`src/rtl/bcd_convert_ctrl_pkg.sv`:
```
// Shared types and sizing for the binary-to-BCD conversion controller.
// Fixed 8-bit operand, three BCD digits, two round-robin requesters.
package bcd_pkg;
    localparam int BIN_W   = 8;
    localparam int DIGITS  = 3;
    localparam int DIG_W   = 4;
    localparam int SHIFT_W = 20;
    localparam int NUM_REQ = 2;
    localparam int CNT_W   = 3;

    typedef enum logic [1:0] {
        IDLE,
        SHIFT,
        DONE
    } state_t;
endpackage

```
`src/rtl/bcd_convert_ctrl_if.sv`:
```
// Requester, result and status bundle for bcd_convert_ctrl.
// master = requesters/consumer side, slave = converter side.
interface bcd_convert_ctrl_if;
    import bcd_pkg::*;

    logic             req0_valid;
    logic [BIN_W-1:0] req0_binary;
    logic             req0_ready;
    logic             req1_valid;
    logic [BIN_W-1:0] req1_binary;
    logic             req1_ready;
    logic             out_valid;
    logic             out_ready;
    logic             out_id;
    logic [DIG_W-1:0] hundreds;
    logic [DIG_W-1:0] tens;
    logic [DIG_W-1:0] ones;
    logic             busy;

    modport master (
        output req0_valid, req0_binary,
        output req1_valid, req1_binary,
        output out_ready,
        input  req0_ready, req1_ready,
        input  out_valid, out_id,
        input  hundreds, tens, ones, busy
    );

    modport slave (
        input  req0_valid, req0_binary,
        input  req1_valid, req1_binary,
        input  out_ready,
        output req0_ready, req1_ready,
        output out_valid, out_id,
        output hundreds, tens, ones, busy
    );
endinterface

```
`src/rtl/bcd_convert_ctrl_digit_adj.sv`:
```
// Double-dabble digit correction: add 3 to a BCD field holding 5 or more.
module bcd_digit_adj
    import bcd_pkg::*;
(
    input  logic [DIG_W-1:0] din,
    output logic [DIG_W-1:0] dout
);
    assign dout = (din >= 4'd5) ? din + 4'd3 : din;
endmodule

```
`src/rtl/bcd_convert_ctrl.sv`:
```
// Two-requester round-robin front end around a serial double-dabble
// converter; one operand in flight, result held until consumed.
module bcd_convert_ctrl
    import bcd_pkg::*;
(
    input  logic               clk,
    input  logic               rst,
    bcd_convert_ctrl_if.slave  bus
);
    state_t             state_q;
    state_t             state_d;
    logic [SHIFT_W-1:0] sr_q;
    logic [SHIFT_W-1:0] sr_adj;
    logic [SHIFT_W-1:0] sr_next;
    logic [CNT_W-1:0]   cnt_q;
    logic               last_q;
    logic               id_q;
    logic [DIG_W-1:0]   hun_q;
    logic [DIG_W-1:0]   ten_q;
    logic [DIG_W-1:0]   one_q;
    logic               take;
    logic               grant;
    logic [BIN_W-1:0]   operand;
    logic               last_shift;

    assign sr_adj[BIN_W-1:0] = sr_q[BIN_W-1:0];

    for (genvar k = 0; k < DIGITS; k++) begin : g_adj
        bcd_digit_adj u_adj (
            .din  (sr_q[BIN_W+DIG_W*k +: DIG_W]),
            .dout (sr_adj[BIN_W+DIG_W*k +: DIG_W])
        );
    end

    assign sr_next    = {sr_adj[SHIFT_W-2:0], 1'b0};
    assign operand    = grant ? bus.req1_binary : bus.req0_binary;
    assign last_shift = (cnt_q == CNT_W'(BIN_W - 1));

    always_comb begin
        state_d = state_q;
        take    = 1'b0;
        grant   = 1'b0;
        unique case (state_q)
            IDLE: begin
                if (!rst && (bus.req0_valid || bus.req1_valid)) begin
                    take    = 1'b1;
                    // Contention goes to whoever was not served last.
                    grant   = (bus.req0_valid && bus.req1_valid)
                            ? !last_q : bus.req1_valid;
                    state_d = SHIFT;
                end
            end
            SHIFT: begin
                if (last_shift) state_d = DONE;
            end
            DONE: begin
                if (bus.out_ready) state_d = IDLE;
            end
            default: state_d = IDLE;
        endcase
    end

    always_ff @(posedge clk) begin
        if (rst) begin
            state_q <= IDLE;
            sr_q    <= '0;
            cnt_q   <= '0;
            last_q  <= 1'b1;
            id_q    <= 1'b0;
            hun_q   <= '0;
            ten_q   <= '0;
            one_q   <= '0;
        end else begin
            state_q <= state_d;
            if (take) begin
                sr_q   <= {{(SHIFT_W-BIN_W){1'b0}}, operand};
                cnt_q  <= '0;
                id_q   <= grant;
                last_q <= grant;
            end else if (state_q == SHIFT) begin
                sr_q  <= sr_next;
                cnt_q <= cnt_q + 1'b1;
                if (last_shift) begin
                    hun_q <= sr_next[19:16];
                    ten_q <= sr_next[15:12];
                    one_q <= sr_next[11:8];
                end
            end
        end
    end

    assign bus.req0_ready = take && !grant;
    assign bus.req1_ready = take && grant;
    assign bus.out_valid  = (state_q == DONE);
    assign bus.out_id     = id_q;
    assign bus.hundreds   = hun_q;
    assign bus.tens       = ten_q;
    assign bus.ones       = one_q;
    assign bus.busy       = (state_q != IDLE);
endmodule

```
`src/flat_wrapper.sv`:
```
// flat-port wrapper written by rule: the top's interface ports become plain ports
module bcd_convert_ctrl_flat import bcd_pkg::*;
  (clk, rst, bus_req0_valid, bus_req0_binary, bus_req1_valid, bus_req1_binary, bus_out_ready, bus_req0_ready, bus_req1_ready, bus_out_valid, bus_out_id, bus_hundreds, bus_tens, bus_ones, bus_busy);
  bcd_convert_ctrl_if bus_i ();
  input  logic clk;
  input  logic rst;
  input wire logic [$bits(bus_i.req0_valid)-1:0] bus_req0_valid;
  input wire logic [$bits(bus_i.req0_binary)-1:0] bus_req0_binary;
  input wire logic [$bits(bus_i.req1_valid)-1:0] bus_req1_valid;
  input wire logic [$bits(bus_i.req1_binary)-1:0] bus_req1_binary;
  input wire logic [$bits(bus_i.out_ready)-1:0] bus_out_ready;
  output wire logic [$bits(bus_i.req0_ready)-1:0] bus_req0_ready;
  output wire logic [$bits(bus_i.req1_ready)-1:0] bus_req1_ready;
  output wire logic [$bits(bus_i.out_valid)-1:0] bus_out_valid;
  output wire logic [$bits(bus_i.out_id)-1:0] bus_out_id;
  output wire logic [$bits(bus_i.hundreds)-1:0] bus_hundreds;
  output wire logic [$bits(bus_i.tens)-1:0] bus_tens;
  output wire logic [$bits(bus_i.ones)-1:0] bus_ones;
  output wire logic [$bits(bus_i.busy)-1:0] bus_busy;
  assign bus_i.req0_valid = bus_req0_valid;
  assign bus_i.req0_binary = bus_req0_binary;
  assign bus_i.req1_valid = bus_req1_valid;
  assign bus_i.req1_binary = bus_req1_binary;
  assign bus_i.out_ready = bus_out_ready;
  assign bus_req0_ready = bus_i.req0_ready;
  assign bus_req1_ready = bus_i.req1_ready;
  assign bus_out_valid = bus_i.out_valid;
  assign bus_out_id = bus_i.out_id;
  assign bus_hundreds = bus_i.hundreds;
  assign bus_tens = bus_i.tens;
  assign bus_ones = bus_i.ones;
  assign bus_busy = bus_i.busy;
  bcd_convert_ctrl u_core (.clk(clk), .rst(rst), .bus(bus_i));
endmodule
```
`config.mk`:
```
export PLATFORM = sky130hd
export DESIGN_NAME = bcd_convert_ctrl_flat
export DESIGN_NICKNAME = d
export VERILOG_FILES = /design/src/rtl/bcd_convert_ctrl_pkg.sv /design/src/rtl/bcd_convert_ctrl_if.sv /design/src/rtl/bcd_convert_ctrl_digit_adj.sv /design/src/rtl/bcd_convert_ctrl.sv /design/src/flat_wrapper.sv
export SDC_FILE = /design/constraint.sdc
export NUM_CORES = 1
export LEC_CHECK = 0
export ABC_AREA = 1
export CORE_MARGIN = 2
export CORE_UTILIZATION = 25
export CTS_CLUSTER_SIZE = 25
export DETAILED_ROUTE_END_ITERATION = 8
export HOLD_SLACK_MARGIN = 0.1
export PLACE_DENSITY = 0.41
export SYNTH_ARGS = -nofsm -noshare
export SYNTH_HDL_FRONTEND = slang
export SYNTH_SLANG_ARGS = --single-unit
```
`constraint.sdc`:
```
create_clock -name clk -period 1.8 [get_ports clk]
set_clock_uncertainty 0.15 [all_clocks]
set_input_delay 0.45 -clock clk [delete_from_list [all_inputs] [get_ports clk]]
set_output_delay 0.45 -clock clk [all_outputs]
set_load 0.02 [all_outputs]
```
# Word level (Yosys, flattened, before mapping)
# Cells that the tools add are included.
# totals
ff_bits	39
inputBits	21
output_inout_bits	17
elab_cells	52
# op_classes
addsub	4
magnitude_cmp	3
n_eq_ne	6
n_mux	15
n_bitwise	1
n_reduce_logical	14
# ops
cell	n
2-to-1 mux 8 bit	3
>= comparator 4 x 3 -> 1 bit, second input constant	3
adder 4 x 2 -> 4 bit, second input constant	2
2-to-1 mux 4 bit	2
2-to-1 mux 2 bit	3
case mux 2 bit (3 select lines)	1
AND reduction 3 bit	2
2-to-1 mux 1 bit	5
logical AND 1 bit	4
!= test 2 x 1 -> 1 bit, second input constant	2
nonzero test 2 bit	2
adder 3 x 1 -> 3 bit, second input constant	1
adder 3 x 2 -> 3 bit, second input constant	1
== test 3 bit, second input constant	1
logical NOT 1 bit	3
2-to-1 mux 3 bit	1
== test 2 x 1 -> 1 bit, second input constant	1
== test 2 bit, second input constant	1
logical NOT 2 bit	1
!= test 2 bit, second input constant	1
OR reduction 2 bit	1
logical OR 1 bit	1
inverter 1 bit	1

# Depth between registers and ports, before layout
# Gate-level depths: netlist of the first run.
# logic_depth
word_depth	6
ltp_mapped	9
ltp_nobuf	9

# Modules after synthesis
# From an unflattened synthesis of the first run, not the netlist that was laid out.
# unflattened
hier_cells	296
hier_area_um2	2117.0
# by_module_without_submodules
module	instances	cells_per_inst	area_each_um2	seq_area_each_um2
bcd_convert_ctrl	1	227	1711.6	780.7
bcd_digit_adj	3	23	135.1	0.0

# Worst setup path before layout of the first run
# No wires, ideal clock.
# synth_path
kind	register to output
start	register u_core.state_q[0]
end	output bus_req1_ready
t_arrival_ns	1.165
required_ns	1.200
slack_ns	0.035
path_stages_with_launch	5
path_buffers	1
cell_sequence	dfxtp_1 -> nor2_4 -> nand3_4 -> buf_2 -> nor2_1
# synth_via
elab_chain_cells	3
elab_cells_between_ends	4
cone_classes	mux (2); reduce/logical (2)
# synth_rtl
item	line_no	source
from (decl)	bcd_convert_ctrl.sv:10	state_t state_q;
from (signal assigned)	bcd_convert_ctrl.sv:74	state_q <= state_d;
logical NOT 2 bit (*)	bcd_convert_ctrl.sv:43	unique case (state_q)
2-to-1 mux 1 bit	bcd_convert_ctrl.sv:43	
logical AND 1 bit (*)	bcd_convert_ctrl.sv:93	assign bus.req1_ready = take && grant;
to (decl)	flat_wrapper.sv:13	output wire logic [$bits(bus_i.req1_ready)-1:0] bus_req1_ready;
# Mark *: on every way between the ends. The rest lies on a longest branch, timed or not.

# Final worst setup path of the first run
# layout_path
start	input bus_req0_valid
end	output bus_req1_ready
# layout_via
elab_chain_cells	5
elab_cells_between_ends	9
cone_classes	mux (5); reduce/logical (4)
# layout_rtl
item	line_no	source
from (decl)	flat_wrapper.sv:7	input wire logic [$bits(bus_i.req0_valid)-1:0] bus_req0_valid;
logical AND 1 bit / logical OR 1 bit (equally long branches)	bcd_convert_ctrl.sv:48, bcd_convert_ctrl.sv:45	
2-to-1 mux 1 bit / logical AND 1 bit (equally long branches)	bcd_convert_ctrl.sv:49, bcd_convert_ctrl.sv:45	
2-to-1 mux 1 bit	bcd_convert_ctrl.sv:45	if (!rst && (bus.req0_valid || bus.req1_valid)) begin
2-to-1 mux 1 bit	bcd_convert_ctrl.sv:43	
logical AND 1 bit (*)	bcd_convert_ctrl.sv:93	
# Marked as above.

==> results of run 1 <==
## cell type report
| class | instances | area (sq um) |
|---|---|---|
| inverter | 58 | 218 |
| sequential | 39 | 783 |
| clock inverter | 2 | 35.0 |
| fill | 907 | 5320 |
| multi-input combinational | 198 | 1060 |
| tap | 105 | 131 |
| timing repair buffer | 63 | 546 |
| clock buffer | 6 | 82.6 |
## repair_timing
| action | CTS | global route |
|---|---|---|
| gates resized for setup | 42 | 6 |
| setup buffers | 2 | 2 |
| endpoints found under the hold margin | 0 | 0 |
| endpoints found under the setup margin | 24 | 20 |
| pin swaps | 4 | 2 |
## Yosys cell counts (3+ instances only)
cell,instances,area [sq um]
o21ai_1,4,20.0
inv_1,54,203
nand4_1,9,56.3
nand2_2,3,18.8
nand3b_1,7,52.6
inv_2,4,15.0
buf_2,7,35.0
nand3_1,37,185
nor2_1,16,60.1
a21oi_1,16,80.1
o21a_1,8,60.1
dfxtp_1,39,781
ha_1,8,100
nand2_1,67,251
o21ai_0,13,65.1
## report_power, final
part / switching [mW] / total (mW) / leakage (nW) / internal, mW
registers: 0.0421 / 0.974 / 0.319 / 0.932
logic: 0.331 / 0.595 / 1.09 / 0.265
clock network: 0.320 / 0.769 / 0.0612 / 0.449
total: 0.693 / 2.34 / 1.47 / 1.65
## metrics by stage
step | TNS, ns | power [mW]
after CTS | -0.0391 | 2.36
final | 0 | 2.34
after detailed placement | -8.68 | 1.57
after floorplan | 0 | 1.36
after global routing | -0.122 | 2.50
after global placement | -8.43 | 1.57
## per-layer routing
metal | routed length, microns | part of all wire
met5 | 0 | 0
met4 | 48 | 0.0091
met3 | 255 | 0.048
met2 | 2390 | 0.45
met1 | 2570 | 0.49
## kinds of logic (layout without fill, tap and decap cells)
kind of cell,Yosys count,after routing,share of synthesized area
fa+ha+maj,8,8,0.0478
buf+inv,69,129,0.131
flops,39,39,0.373
simple gates,145,145,0.326
xor+xnor,1,1,0.00418
compound gates,44,44,0.118
## state kept, by name (all words and copies together) (netlist names)
name	count
u_core.last_q	1
u_core.bus.tens	4
u_core.state_q	2
u_core.sr_q	20
u_core.cnt_q	3
u_core.bus.hundreds	4
u_core.bus.ones	4
u_core.bus.out_id	1
## worst max-delay path: stages
cell	delay [ns]
dlygate4sd2_1	0.25
nand2_1	0.08
nand2_2	0.05
buf_4	0.14
nor2_4	0.10
buf_6	0.12
## how the worst min path moves through the flow
stage                             from                  to  slack (ns)  depth (start not counted)
floorplan                u_core.last_q       u_core.last_q        0.29                          2
global placement       u_core.cnt_q[1]     u_core.cnt_q[1]        0.30                          2
detailed placement     u_core.cnt_q[1]     u_core.cnt_q[1]        0.31                          2
CTS                 u_core.bus.ones[0]  u_core.bus.ones[0]        0.32                          2
global route        u_core.bus.ones[0]  u_core.bus.ones[0]        0.34                          2
finish              u_core.bus.ones[0]  u_core.bus.ones[0]        0.31                          2
## placed cells by master (no fill, tap or decap), types with 4 or more instances in the layout
cell type,instances
buf_4,24
a21oi_1,16
ha_1,8
nand4_1,9
nand3_1,37
o21a_1,8
clkbuf_8,6
clkdlybuf4s50_1,17
o21ai_1,6
dlygate4sd2_1,16
inv_1,54
nand2_1,65
o21ai_0,11
nand2_2,4
buf_6,4
dfxtp_1,37
nor2_1,15
inv_2,4
nor2_4,4
nand3b_1,7
==> metrics, run 1 <==
Final WS setup=0.00491 ns; Arr. time, crit path=1.20 ns; fin crit period=1.80 ns; root buffer cell=clkbuf_8; max cap viols=0; EDFF count, synth=0; FF-to-FF Start=u_core.state_q[1]; pin count of the biggest net entering global routing=21; startpoint types=primary input; Core Region=0.00818 sq mm; 1st-iter DRT viols=56; Final setup viols=0; total wire length=5260 microns; Antenna Diode Count=0; remaining antenna violation count after routing=0; R2R Setup Slk=0.15 ns; end point of the critical path=bus_req1_ready; crit path launch=bus_req0_valid; chip height=95.6 microns; initial antenna violation count=0; Mapped Avg Cell Area=6.85 sq um; CTS buffer count=5; post-route cell area=0.00286 sq mm; Post-DP Area=0.00271 sq mm; M2 GR Usage=0.218; I/O Buffers=37; Slew headroom=0.736; CTS sink cnt=39; GR Util met3=0.0245; Critical Path RT=1.20 ns; First-pass DRT Iterations=4; status=finished clean; cts hold-fix bufs=0; Skew-Pair Late Insertion Delay=0.29 ns; Fin. Hold Viols=0; crit path kind=primary input to primary output; area added between synthesis and finish=36.4%; Syn Inst Count=306; Synth Register Bits=39; worst-path fanout max=3; IO Count=38; maximum root-to-sink buffer count=2; Non-Filler Instances=471; row count=33; DR WL/cell=11.2 microns; post-DP HPWL=3800 microns; ys async rst share=0; Max H-tree Level=2; vias in the first global route=2034; yosys warns=0; layer with the highest usage=met2; top achievable clock speed=0.557 GHz; Synth Cell Area=0.00210 sq mm; placed insts=459; Leak=1.47 nW; pwr dens=818 mW/mm^2; slew at the pin closest to its max-slew limit=0.395 ns; DR vias=1993; layout cells sized above 1=0.153; Critical Path Sink Type=primary output; Slew Viols, Final=0; FF-to-FF path depth=9; effective utilization at floorplan=0.256; final worst-path cycle share=0.997; total track usage=0.123; DR DRC count=0; Final nets=394; CTS clk-pin slew, worst paths=0.08 ns; gpl congestion=0.728; pre-CTS setup slack=-0.731 ns; die area=0.00913 sq mm; unrepaired setup endpoints after global routing=yes; Hold WS=0.310 ns; RR Endpoint=u_core.sr_q[8]; post-synthesis sequential area ratio=0.373; vias per cell=4.23; CTS tree=yes; Peak VDD IR=0.000343 V; Distinct cells, synth=25; Syn Nets=335; top_reg_cell synth=dfxtp_1; met1 Use GR=0.147; Hold Crit Class=register to register; Remaining Overflow, GRT=0; Die W=95.6 microns; fin util=0.350; first-pass GRT wire length=8800 microns
Note: power is estimated with default switching activity, not from simulation.
==> run 2, diff against run 1 <==
Settings changed: PLACE_DENSITY 0.41 to 0.43.
Clock period 1.8 ns to 1.6 ns, I/O delays scaled along.
==> run 2 against run 1 <==
  * The run now ends with negative setup slack left
  * Worst hold slack improved by 0.0048 ns
  * Final area rose by 6.5%
  * Via count rose by 3.8%
  * Critical path depth fell by 2
  * Setup slack got worse by 0.090 ns
==> metrics, run 2 (synthesis results as in run 1) <==
layout cells sized above 1=0.233 (+0.0796); gpl congestion=0.743 (+2.1%); startpoint types=register; Hold Crit Class=register to register; CTS sink cnt=39 (unchanged); total track usage=0.128 (+0.00542); Final setup viols=2 (+2); CTS tree=yes; CTS clk-pin slew, worst paths=0.08 ns (about the same); Core Region=0.00818 sq mm (unchanged); DR DRC count=0 (unchanged); CP most frequent cell=nor2_4; remaining antenna violation count after routing=0 (unchanged); Antenna Diode Count=0 (unchanged); DR vias=2069 (+3.8%); Critical Path Sink Type=primary output; 1st-iter DRT viols=51 (-8.9%); Remaining Overflow, GRT=0 (unchanged); CP cell instances=nor2_4 -> nand3_4 -> nor2_4 -> buf_6; Fin. Hold Viols=0 (unchanged); worst-path fanout max=4 (+1); unrepaired setup endpoints after global routing=yes; Peak VDD IR=0.000373 V (+8.5%); row count=33 (unchanged); Slew Viols, Final=0 (unchanged); commonest cells after routing, fill and taps aside=63 x nand2_1, 50 x inv_1, 35 x nand3_1; Max H-tree Level=2 (unchanged); vias per cell=4.32 (+2.1%); DR WL/cell=11.5 microns (+2.9%); I/O Buffers=37 (unchanged); Arr. time, crit path=1.14 ns (-0.06 ns); Final nets=402 (+2.0%); effective utilization at floorplan=0.256 (unchanged); post-DP HPWL=3850 microns (+1.4%); First-pass DRT Iterations=4 (unchanged); pwr dens=894 mW/mm^2 (+9.3%); root buffer cell=clkbuf_8; status=complete, but fails checks; Non-Filler Instances=479 (+1.7%); CP max stage delay=0.34 ns (+0.09 ns); Critical Path RT=1.05 ns (-0.15 ns); pre-CTS setup slack=-0.823 ns (-0.0928 ns); fin crit period=1.69 ns; Final WS setup=-0.0852 ns (-0.0901 ns); vias in the first global route=2085 (+2.5%); top achievable clock speed=0.593 GHz; CTS buffer count=5 (unchanged); commonest non-fill, non-tap cell in the layout=nand2_1; placed insts=465 (+1.3%); slew at the pin closest to its max-slew limit=0.396 ns (+0.00107 ns); chip height=95.6 microns (unchanged); # fillers=913 (+0.66%); crit path kind=register to primary output; IO Count=38 (unchanged); Skew-Pair Late Insertion Delay=0.29 ns (about the same); Largest register FFs=20 (unchanged); failing checks=negative setup slack; pin count of the biggest net entering global routing=21 (unchanged); initial antenna violation count=0 (unchanged); final worst-path cycle share=1.05; maximum root-to-sink buffer count=2 (unchanged); total power=2.72 mW (+16%); max cap viols=0 (unchanged); Die W=95.6 microns (unchanged); slowest stage cell, crit path=dfxtp_2; Leak=1.53 nW (+3.9%); area added between synthesis and finish=45.3%; first-pass GRT wire length=9260 microns (+5.3%); total wire length=5510 microns (+4.7%); die area=0.00913 sq mm (unchanged); largest register by flop count=u_core.sr_q; Slew headroom=0.735 (about the same)
run 2: cell count changes in the layout (fill, tap and decap cells not counted), moves of 3 or more:
| cell | delta |
|---|---|
| nand2_2 | +3 |
| buf_6 | +5 |
| dfxtp_1 | -4 |
| buf_12 | +3 |
| dlygate4sd2_1 | -3 |
| o21ai_2 | +9 |
| dfxtp_2 | +4 |
| o21ai_1 | -6 |
| clkdlybuf4s15_1 | +3 |
| o21ai_0 | -3 |
| inv_1 | -4 |
run 2: area by class of cell:
| class | instances | area (sq um) | area share |
|---|---|---|---|
| repair buffers | 71 | 671 | 0.220 |
| flip-flops and latches | 39 | 788 | 0.259 |
| clock buffers | 5 | 68.8 | 0.0226 |
| clock inverters | 3 | 43.8 | 0.0144 |
| inverters | 58 | 225 | 0.0740 |
| multi-input cells | 198 | 1120 | 0.367 |
| well taps | 105 | 131 | 0.0432 |
run 2: layer usage:
| layer | share of wire | vias to the layer above | global-route usage |
|---|---|---|---|
| met1 | 0.50 | 926 | 0.166 |
| met3 | 0.046 | 4 | 0.0277 |
| met2 | 0.45 | 34 | 0.215 |
| li1 | - | 1105 | - |
| met4 | 0.0073 | 0 | 0.0321 |
| met5 | 0 | - | 0 |
run 2: repair_timing:
| action | in CTS | in global routing |
|---|---|---|
| pin swaps | 4 | 10 |
| cloned | 0 | 0 |
| hold buffers | 0 | 0 |
| setup buffers | 2 | 4 |
| setup endpoints to repair | 45 | 28 |
| gates resized for setup | 54 | 33 |
run 2: per-stage QoR:
step / utilization / hold WS (ns) / cell area (sq um) / setup TNS, ns
floorplan: - / 0.290 / 2100 / -0.0373
global placement: 0.340 / 0.300 / 2780 / -13.45
detailed placement: 0.340 / 0.309 / 2780 / -13.88
CTS: 0.358 / 0.321 / 2930 / -0.215
global route: 0.372 / 0.343 / 3040 / -0.918
finish: 0.372 / 0.315 / 3040 / -0.161
run 2: path summary, 6_finish.rpt:
kind | start | to | slack, ns | cells after the start
setup / recovery | u_core.state_q[0] | bus_req0_ready | -0.09 | 4
hold / removal | u_core.bus.ones[0] | u_core.bus.ones[0] | 0.32 | 2
setup reg to reg | u_core.state_q[0] | u_core.sr_q[0] | 0.07 | 8
hold reg to reg | u_core.bus.ones[0] | u_core.bus.ones[0] | 0.32 | 2
run 2: critical path, delay by kind of cell, from the launching register on:
family / cells / cell delay [ns]
buffers and inverters: 1 / 0.13
DFF: 1 / 0.34
and+or+nand+nor: 3 / 0.38
run 2: report_power, final:
group / leakage, nW / switching, mW / total [mW] / internal, mW
combinational: 1.15 / 0.406 / 0.771 / 0.365
clock: 0.0581 / 0.379 / 0.844 / 0.465
sequential: 0.320 / 0.0564 / 1.11 / 1.05
total: 1.53 / 0.841 / 2.72 / 1.88
